<file path="config.mk">
export PLATFORM = sky130hd
export DESIGN_NAME = mem_access_unit
export DESIGN_NICKNAME = d
export VERILOG_FILES = /design/src/rtl/mem_access_unit.sv
export SDC_FILE = /design/constraint.sdc
export NUM_CORES = 1
export LEC_CHECK = 0
export BUFFER_PORTS_ARGS = -buffer_cell sky130_fd_sc_hd__buf_2
export CORE_ASPECT_RATIO = 0.8
export CORE_MARGIN = 3
export CORE_UTILIZATION = 60
export CTS_CLUSTER_SIZE = 30
export DETAILED_ROUTE_END_ITERATION = 10
export PLACE_DENSITY = 0.87
export SYNTH_ARGS = -nofsm -noshare
export SYNTH_HDL_FRONTEND = slang
export SYNTH_SLANG_ARGS = --single-unit
</file>
<file path="constraint.sdc">
create_clock -name clk -period 11.95 [get_ports clk]
set_input_delay 1.7925 -clock clk [delete_from_list [all_inputs] [get_ports clk]]
set_output_delay 1.7925 -clock clk [all_outputs]
set_load 0.01 [all_outputs]
</file>
<file path="src/rtl/mem_access_unit.sv">
// mem_access_unit
//   Load/store sequencer between the execute stage and the L1 data cache.
//   An accepted request is turned into one or more cache beats. Aligned
//   accesses use a single beat with byte enables 0001/0011/1111. A misaligned
//   halfword or word is split into 2 or 4 single-byte beats at A, A+1, ...
//   Each beat is held on the cache port until cache_hit_i. After the last hit
//   the load result is assembled and sign/zero-extended.
//
// Handshake: a beat is offered while cache_byte_en_o != 0. It is consumed on
//   any rising edge where cache_hit_i=1. mem_req_i is consumed only in IDLE.
//   Every request ends in exactly one done_o pulse or one err_o pulse, unless
//   rst aborts it.
//
// Ports
//   clk, rst          clock, asynchronous active-high reset
//   mem_req_i         request from execute (sampled in IDLE only)
//   mem_wr_i          1 = store, 0 = load
//   funct3_i          RV32I load/store funct3
//   addr_i            byte address
//   store_data_i      right-justified store data
//   cache_addr_o      beat address to L1
//   cache_wr_en_o     beat write enable to L1
//   cache_wr_data_o   beat write data to L1
//   cache_byte_en_o   beat byte enables to L1 (0000 when no beat)
//   cache_rd_data_i   L1 read data (a byte beat returns its byte in [7:0])
//   cache_hit_i       L1 hit, completes the current beat
//   busy_o            stall, high in ACCESS and DONE
//   done_o            1-cycle completion pulse
//   load_data_o       extended load result, held until the next load completes
//   err_o             1-cycle pulse: illegal funct3 or beat timeout
//   state_dbg_o       current FSM state (0 IDLE, 1 ACCESS, 2 DONE)
module mem_access_unit #(
   parameter int ADDR_WIDTH = 32,
   parameter int DATA_WIDTH = 32,
   parameter int MAX_WAIT   = 255
) (
   input  logic                    clk,
   input  logic                    rst,
   input  logic                    mem_req_i,
   input  logic                    mem_wr_i,
   input  logic [2:0]              funct3_i,
   input  logic [ADDR_WIDTH-1:0]   addr_i,
   input  logic [DATA_WIDTH-1:0]   store_data_i,
   output logic [ADDR_WIDTH-1:0]   cache_addr_o,
   output logic                    cache_wr_en_o,
   output logic [DATA_WIDTH-1:0]   cache_wr_data_o,
   output logic [3:0]              cache_byte_en_o,
   input  logic [DATA_WIDTH-1:0]   cache_rd_data_i,
   input  logic                    cache_hit_i,
   output logic                    busy_o,
   output logic                    done_o,
   output logic [DATA_WIDTH-1:0]   load_data_o,
   output logic                    err_o,
   output logic [1:0]              state_dbg_o
);

   typedef enum logic [1:0] {
      S_IDLE   = 2'd0,
      S_ACCESS = 2'd1,
      S_DONE   = 2'd2
   } state_t;

   localparam logic [7:0] WAIT_LAST = 8'(MAX_WAIT - 1);

   state_t                  state_q, state_d;
   logic [ADDR_WIDTH-1:0]   addr_q, addr_d;
   logic [DATA_WIDTH-1:0]   data_q, data_d;
   logic [2:0]              f3_q, f3_d;
   logic                    wr_q, wr_d;
   logic                    byte_mode_q, byte_mode_d;
   logic [1:0]              last_idx_q, last_idx_d;
   logic [1:0]              beat_idx_q, beat_idx_d;
   logic [7:0]              wait_q, wait_d;
   logic [DATA_WIDTH-1:0]   asm_q, asm_d;
   logic [ADDR_WIDTH-1:0]   c_addr_q, c_addr_d;
   logic                    c_wr_en_q, c_wr_en_d;
   logic [DATA_WIDTH-1:0]   c_wr_data_q, c_wr_data_d;
   logic [3:0]              c_byte_en_q, c_byte_en_d;
   logic                    done_q, done_d;
   logic [DATA_WIDTH-1:0]   load_data_q, load_data_d;
   logic                    err_q, err_d;

   // Request decode (only meaningful in IDLE)
   logic       req_legal;
   logic       req_misaligned;
   logic [1:0] req_size;

   function automatic logic [DATA_WIDTH-1:0] extend(input logic [2:0] f3,
                                                    input logic [DATA_WIDTH-1:0] v);
      logic [DATA_WIDTH-1:0] r;
      case (f3)
         3'b000:  r = {{(DATA_WIDTH-8){v[7]}}, v[7:0]};
         3'b001:  r = {{(DATA_WIDTH-16){v[15]}}, v[15:0]};
         3'b100:  r = {{(DATA_WIDTH-8){1'b0}}, v[7:0]};
         3'b101:  r = {{(DATA_WIDTH-16){1'b0}}, v[15:0]};
         default: r = v;
      endcase
      return r;
   endfunction

   always_comb begin
      req_size       = funct3_i[1:0];
      req_legal      = 1'b0;
      req_misaligned = 1'b0;
      case (funct3_i)
         3'b000, 3'b001, 3'b010: req_legal = 1'b1;
         3'b100, 3'b101:         req_legal = !mem_wr_i;
         default:                req_legal = 1'b0;
      endcase
      if (req_size == 2'b01) req_misaligned = addr_i[0];
      if (req_size == 2'b10) req_misaligned = (addr_i[1:0] != 2'b00);
   end

   always_comb begin
      state_d     = state_q;
      addr_d      = addr_q;
      data_d      = data_q;
      f3_d        = f3_q;
      wr_d        = wr_q;
      byte_mode_d = byte_mode_q;
      last_idx_d  = last_idx_q;
      beat_idx_d  = beat_idx_q;
      wait_d      = wait_q;
      asm_d       = asm_q;
      c_addr_d    = c_addr_q;
      c_wr_en_d   = c_wr_en_q;
      c_wr_data_d = c_wr_data_q;
      c_byte_en_d = c_byte_en_q;
      done_d      = 1'b0;
      load_data_d = load_data_q;
      err_d       = 1'b0;

      case (state_q)
         S_IDLE: begin
            if (mem_req_i) begin
               if (!req_legal) begin
                  err_d = 1'b1;
               end else begin
                  state_d     = S_ACCESS;
                  addr_d      = addr_i;
                  data_d      = store_data_i;
                  f3_d        = funct3_i;
                  wr_d        = mem_wr_i;
                  beat_idx_d  = 2'd0;
                  wait_d      = 8'd0;
                  asm_d       = '0;
                  byte_mode_d = (req_size == 2'b00) || req_misaligned;
                  // Misaligned half -> 2 byte beats, misaligned word -> 4
                  if (req_misaligned) last_idx_d = (req_size == 2'b01) ? 2'd1 : 2'd3;
                  else                last_idx_d = 2'd0;
                  c_addr_d  = addr_i;
                  c_wr_en_d = mem_wr_i;
                  if ((req_size == 2'b00) || req_misaligned) begin
                     c_byte_en_d = 4'b0001;
                     c_wr_data_d = {{(DATA_WIDTH-8){1'b0}}, store_data_i[7:0]};
                  end else if (req_size == 2'b01) begin
                     c_byte_en_d = 4'b0011;
                     c_wr_data_d = {{(DATA_WIDTH-16){1'b0}}, store_data_i[15:0]};
                  end else begin
                     c_byte_en_d = 4'b1111;
                     c_wr_data_d = store_data_i;
                  end
               end
            end
         end

         S_ACCESS: begin
            if (cache_hit_i) begin
               wait_d = 8'd0;
               // Byte beats return their byte in rd_data[7:0]; place it in lane k
               if (byte_mode_q)                asm_d[{beat_idx_q, 3'b000} +: 8] = cache_rd_data_i[7:0];
               else if (c_byte_en_q == 4'b1111) asm_d = cache_rd_data_i;
               else                            asm_d[15:0] = cache_rd_data_i[15:0];

               if (beat_idx_q == last_idx_q) begin
                  state_d     = S_DONE;
                  c_byte_en_d = 4'b0000;
                  c_wr_en_d   = 1'b0;
                  done_d      = 1'b1;
                  if (!wr_q) load_data_d = extend(f3_q, asm_d);
               end else begin
                  beat_idx_d  = beat_idx_q + 2'd1;
                  c_addr_d    = addr_q + ADDR_WIDTH'(beat_idx_d);
                  c_wr_data_d = {{(DATA_WIDTH-8){1'b0}}, data_q[{beat_idx_d, 3'b000} +: 8]};
               end
            end else if (wait_q == WAIT_LAST) begin
               // Beat has been offered MAX_WAIT cycles without a hit: abort
               state_d     = S_IDLE;
               c_byte_en_d = 4'b0000;
               c_wr_en_d   = 1'b0;
               wait_d      = 8'd0;
               err_d       = 1'b1;
            end else begin
               wait_d = wait_q + 8'd1;
            end
         end

         S_DONE: begin
            state_d = S_IDLE;
         end

         default: begin
            state_d     = S_IDLE;
            c_byte_en_d = 4'b0000;
            c_wr_en_d   = 1'b0;
         end
      endcase
   end

   always_ff @(posedge clk or posedge rst) begin
      if (rst) begin
         state_q     <= S_IDLE;
         addr_q      <= '0;
         data_q      <= '0;
         f3_q        <= '0;
         wr_q        <= 1'b0;
         byte_mode_q <= 1'b0;
         last_idx_q  <= '0;
         beat_idx_q  <= '0;
         wait_q      <= '0;
         asm_q       <= '0;
         c_addr_q    <= '0;
         c_wr_en_q   <= 1'b0;
         c_wr_data_q <= '0;
         c_byte_en_q <= '0;
         done_q      <= 1'b0;
         load_data_q <= '0;
         err_q       <= 1'b0;
      end else begin
         state_q     <= state_d;
         addr_q      <= addr_d;
         data_q      <= data_d;
         f3_q        <= f3_d;
         wr_q        <= wr_d;
         byte_mode_q <= byte_mode_d;
         last_idx_q  <= last_idx_d;
         beat_idx_q  <= beat_idx_d;
         wait_q      <= wait_d;
         asm_q       <= asm_d;
         c_addr_q    <= c_addr_d;
         c_wr_en_q   <= c_wr_en_d;
         c_wr_data_q <= c_wr_data_d;
         c_byte_en_q <= c_byte_en_d;
         done_q      <= done_d;
         load_data_q <= load_data_d;
         err_q       <= err_d;
      end
   end

   assign cache_addr_o    = c_addr_q;
   assign cache_wr_en_o   = c_wr_en_q;
   assign cache_wr_data_o = c_wr_data_q;
   assign cache_byte_en_o = c_byte_en_q;
   assign busy_o          = (state_q == S_ACCESS) || (state_q == S_DONE);
   assign done_o          = done_q;
   assign load_data_o     = load_data_q;
   assign err_o           = err_q;
   assign state_dbg_o     = state_q;

endmodule

</file>
=== After elaboration in Yosys (flattened, before gate mapping) ===
Cells that the tools add are included.

* Bits in registers: 218
* Input bits: 104
* Output and inout port bits: 106
* Word-level logic and storage cells: 127

* Add/subtract/negate cells: 4
* Equal/unequal tests: 20
* Shifts and indexed selects: 3
* Multiplexer cells: 63
* Bitwise operators: 2
* Reduce and logical (&&, ||, !) cells: 18

{| class="wikitable"
|+ Operators with widths
! operator !! number
|-
| two-way mux 32 bit || 14
|-
| one-hot mux 32 bit (2 select lines) || 3
|-
| one-hot mux 32 bit (4 select lines) || 1
|-
| adder 32 x 2 -> 32 bit || 1
|-
| bitwise mux 32 bit || 1
|-
| two-way mux 8 bit || 4
|-
| variable shift 8 x 7 -> 32 bit (first input constant) || 1
|-
| variable part select 32 x 6 -> 8 bit || 1
|-
| variable part select 8 x 7 -> 32 bit || 1
|-
| two-way mux 4 bit || 7
|-
| two-way mux 2 bit || 11
|-
| two-way mux 16 bit || 1
|-
| one-hot mux 8 bit (2 select lines) || 1
|-
| two-way mux 1 bit || 14
|-
| equality test 3 bit (second input constant) || 4
|-
| one-hot mux 4 bit (3 select lines) || 1
|-
| AND reduction 4 bit || 3
|-
| AND reduction 5 bit || 2
|-
| adder 8 x 1 -> 8 bit (second input constant) || 1
|-
| equality test 8 bit (second input constant) || 1
|-
| inequality test 2 bit (second input constant) || 4
|-
| one-hot mux 2 bit (2 select lines) || 2
|-
| negation 5 -> 7 bit || 1
|-
| equality test 3 x 1 -> 1 bit (second input constant) || 2
|-
| 18 further kinds || 28
|}

=== Longest topological paths before layout ===
* Depth after elaboration: 8
* Gate-level depth with buffers: 11
* Depth with buffers taken out: 8

=== Least setup slack after synthesis ===
Ideal clock, no wire load.

* Path kind: input port to flip-flop
* Start: input funct3_i[1]
* End: register c_byte_en_q[0], in the netlist cache_byte_en_o[0]
* Setup time: 0.125 ns
* Arrival: 3.166 ns
* Required time: 11.825 ns
* Path slack: 8.660 ns
* Stages: 6
* Path buffers: 1
* Cells stage by stage: clkbuf_1 a21oi_1 o21ai_0 a21oi_1 nor3b_4 mux2_2

* Word-level cells in the longest chain between the ends: 8
* Elaborated cells on any way between the ends: 20
* Those cells by class: eq/ne: 7; mux: 7; reduce/logical: 6

{| class="wikitable"
|+ Ends and longest elaborated chain
! element !! line !! source
|-
| start, declared || 41 || <nowiki>input logic [2:0] funct3_i,</nowiki>
|-
| equality test 2 x 1 -> 1 bit || 110 || <nowiki>if (req_size == 2'b01) req_misaligned = addr_i[0];</nowiki>
|-
| two-way mux 1 bit || 110 ||
|-
| two-way mux 1 bit || 111 || <nowiki>if (req_size == 2'b10) req_misaligned = (addr_i[1:0] != 2'b00);</nowiki>
|-
| logical OR 1 bit || 153 || <nowiki>if ((req_size == 2'b00) || req_misaligned) begin</nowiki>
|-
| two-way mux 4 bit || 153 ||
|-
| two-way mux 4 bit || 136 || <nowiki>if (!req_legal) begin</nowiki>
|-
| two-way mux 4 bit || 135 || <nowiki>if (mem_req_i) begin</nowiki>
|-
| one-hot mux 4 bit (3 select lines) || 133 || <nowiki>case (state_q)</nowiki>
|-
| end signal, assigned || 243 || <nowiki>c_byte_en_q <= c_byte_en_d;</nowiki>
|-
| end, declared || 78 || <nowiki>logic [3:0] c_byte_en_q, c_byte_en_d;</nowiki>
|}

Parallel ways exist; a longest one is shown, timed or not. The select of a mux whose other input is x is not followed.
A chain may end at the register's enable or synchronous reset.

=== Worst setup path after layout ===
* Start: register beat_idx_q[0]
* End: register c_addr_q[15], in the netlist cache_addr_o[15]

* Word-level cells in the longest chain between the ends: 5
* Elaborated cells on any way between the ends: 8
* Those cells by class: add/sub: 2; eq/ne: 2; mux: 3; reduce/logical: 1

{| class="wikitable"
|+ Ends and longest elaborated chain
! element !! line !! source
|-
| start, declared || 72 || <nowiki>logic [1:0] beat_idx_q, beat_idx_d;</nowiki>
|-
| start signal, assigned || 237 || <nowiki>beat_idx_q <= beat_idx_d;</nowiki>
|-
| adder 2 x 1 -> 2 bit || 182 || <nowiki>beat_idx_d = beat_idx_q + 2'd1;</nowiki>
|-
| adder 32 x 2 -> 32 bit || 183 || <nowiki>c_addr_d = addr_q + ADDR_WIDTH'(beat_idx_d);</nowiki>
|-
| two-way mux 32 bit || 175 || <nowiki>if (beat_idx_q == last_idx_q) begin</nowiki>
|-
| two-way mux 32 bit || 168 || <nowiki>if (cache_hit_i) begin</nowiki>
|-
| one-hot mux 32 bit (2 select lines) || 133 ||
|-
| end signal, assigned || 240 || <nowiki>c_addr_q <= c_addr_d;</nowiki>
|-
| end, declared || 75 || <nowiki>logic [ADDR_WIDTH-1:0] c_addr_q, c_addr_d;</nowiki>
|}

Parallel ways exist; a longest one is shown, timed or not. The select of a mux whose other input is x is not followed.

==> qor.yml <==
dieWidth_um: 155
gp_congestion: 0.909
grt_max_degree: 159
place_hpwl_um: 19300
max_stage_delay_ns: 0.96
crit_buf_inv: 1
holdCritPathClass: "reg -> reg"
syn_area_per_cell_um2: 9.86
wirelength_um: 28400
dr.pass1.iters: 5
start_util_pct: 62.7
cp-start-kind: "register"
finalClockSkew_ns: 0.00803
die_y_um: 125
cpMaxStageDelayCell: "dfrtp_1"
worst-path-max-fanout: 18
yosys.cell_types.count: 73
setup_violations: 0
worstSetupPathType: "reg -> reg"
synth-edff-count: 0
postSynth.asyncResetShare_pct: 100
grt_setup_unrepaired: "false"
vias_per_cell: 6.24
rows: 42
cts_made_buffers: 21
cts_hold_buf: 0
post_cts_resize_count: 0
synthFlopType: "dfrtp_1"
syn_to_final_growth_pct: 16.3
synth.yosys.seq_area_share_pct: 51.2
outcome: "completed"
fin_ws_ns: 7.97
clk_pin_slew_worst_paths_ns: 0.06
yosysTopAreaCell: "dfrtp_1"
synth_fp_nets: 1193
drtAntennaViolNets: 0
clockRootBuffer: "clkbuf_16"
cp_data_required_time_ns: 12.32
grt_pass1_vias: 8915
drv_slew: 0
overflow: 0
h-tree-depth: 1
die-area_um2: 19300
synth_warnings: 0
postSynthCellCount: 1077
layout_min_cycle_time_ns: 3.98
vias: 9228
ir_drop_v: 0.000111
crit_path_end_kind: "register"
ioPinCount: 210
syn_area_um2: 10600
numClockSinks: 217
critical_path.most_common_cell: "ha_1"
drtIter0Drc: 989
layout.nets: 1363
core_um2: 16900
arrival_ns: 4.35
fin_tns_setup_ns: 0
wl_per_cell_um: 19.2
tritoncts: "built"
grt_pass1_wl_um: 46000
cts_buffer_depth: 3
crit_chain: "inv_1 -> ha_1 -> ha_1 -> a21oi_1 -> nor4_1 -> nand2_1 -> a221oi_1 -> o21ai_0"
drc: 0
pre_cts_ws_ns: 7.60
synth-seq-cells: 217
drv_cap: 0
grt_antenna_before_repair: 2
fin_util_pct: 73.0
yosysTopAreaCellShare_pct: 51.2
hold_viol: 0
power_density_nw_per_um2: 275
ys_top_cells_by_area: "dfrtp_1, nand2_1, a22o_1"
worst_pin_slew_ns: 1.19
p_leak_nw: 6.01
period_share_pct: 33.3
portBuffers: 209
postCtsSetupRepairBufs: 0
clkLatencyLatePin_ns: 0.50
max_freq_mhz: 251
grt_usage_pct: 28.8
drive_gt1_share_pct: 22.8
cp_top_family: "adder cells"
max_slew_margin_pct: 20.4
-- worst paths after layout --
kind / start / to / slack, ns / depth (start not counted)
worst max-delay path: beat_idx_q[0] / cache_addr_o[15] / 7.97 / 8
min in group asynchronous: rst / cache_wr_data_o[17] / 1.54 / 2
worst min-delay path: data_q[16] / data_q[16] / 0.47 / 2
worst min register to register: data_q[16] / data_q[16] / 0.47 / 2
worst max register to register: beat_idx_q[0] / cache_addr_o[15] / 7.97 / 8
max in group asynchronous: rst / cache_addr_o[1] / 8.99 / 3
-- logic make-up after synthesis --
kind of cell             count (synthesis)  share of synthesized area, %
flip-flops                             217                          51.2
AND/OR/NAND/NOR                        444                          18.8
multiplexers                            39                          4.74
XOR/XNOR                                37                          3.12
adder cells (fa/ha/maj)                 12                          1.49
buffers and inverters                   89                          3.92
AO/OA/AOI/OAI                          239                          16.7
-- stage by stage --
stage               instances  power, W  hold WS [ns]  instance area, um^2
finish                   1479   0.00340         0.474                12300
global route             1479   0.00362         0.486                12300
CTS                      1477   0.00339         0.475                12300
detailed placement       1444   0.00272         0.461                11700
global placement         1444   0.00265         0.453                11700
floorplan                1077   0.00227         0.440                10600
-- placed cells by master (no fill, tap or decap), types with 10 or more instances in the layout --
cell,count
inv_1,18
nor4_1,10
clkbuf_16,21
and3_1,17
nand3_1,18
mux2_2,10
buf_2,209
xnor2_1,29
a221oi_1,15
nor2_1,47
a21oi_1,20
a221o_1,16
o21ai_0,51
a31oi_1,15
nand2_1,288
nand4_1,10
mux2i_1,21
dfrtp_1,217
ha_1,10
nor2b_1,17
a22o_1,49
-- where the power goes --
group / leakage [nW] / internal [W] / switching (W)
combinational: 2.91 / 0.000600 / 0.000818
sequential: 2.77 / 0.00106 / 0.000258
clock: 0.328 / 0.000388 / 0.000275
-- final cells by class --
| cell class | instances | area (um^2) |
|---|---|---|
| Inverter | 19 | 78.8 |
| Timing Repair Buffer | 217 | 1110 |
| Fill cell | 1202 | 4570 |
| Multi-Input combinational cell | 771 | 4790 |
| Clock inverter | 4 | 70.1 |
| Sequential cell | 217 | 5430 |
| Tap cell | 220 | 275 |
| Clock buffer | 29 | 596 |
| Antenna cell | 2 | 5.00 |
-- synth_stat cells (all sizes together) (3+ instances only) --
library cell,instances
and4,3
nor2,47
inv,19
buf,31
clkbuf,39
a31oi,15
and3,17
xor2,7
a221oi,15
a311oi,7
o221ai,6
nor3,12
nand2,289
a22oi,8
xnor2,30
mux4,8
a211oi,3
o211ai,4
nand2b,4
or3,3
a21o,4
nor3b,4
mux2,10
and2,4
a22o,49
mux2i,21
o21ai,58
a21oi,22
nor2b,17
nand4,12
nand3,18
o21bai,7
o22a,8
dfrtp,217
ha,11
nor4,10
a221o,16
-- tightest hold or removal path: stages (launching register included) --
cell	delay (ns)
dfrtp_1	0.34
nand2_1	0.05
nand2_1	0.05
-- state kept, by name, summed over array words and instances (netlist names) --
register,flops
addr_q,32
cache_addr_o,32
cache_wr_en_o,1
f3_q,3
byte_mode_q,1
state_dbg_o,2
last_idx_q,2
cache_byte_en_o,3
cache_wr_data_o,32
load_data_o,32
done_o,1
wr_q,1
err_o,1
asm_q,32
beat_idx_q,2
wait_q,8
data_q,32
-- per-layer routing --
layer	up-vias	global-route usage, %	part of all wire, %
li1	4145	-	-
met1	4522	42.0	41
met2	512	44.7	47
met3	49	6.11	10
met4	0	6.91	1.7
met5	-	0	0
No activity file was read; power rests on OpenSTA's default activity.
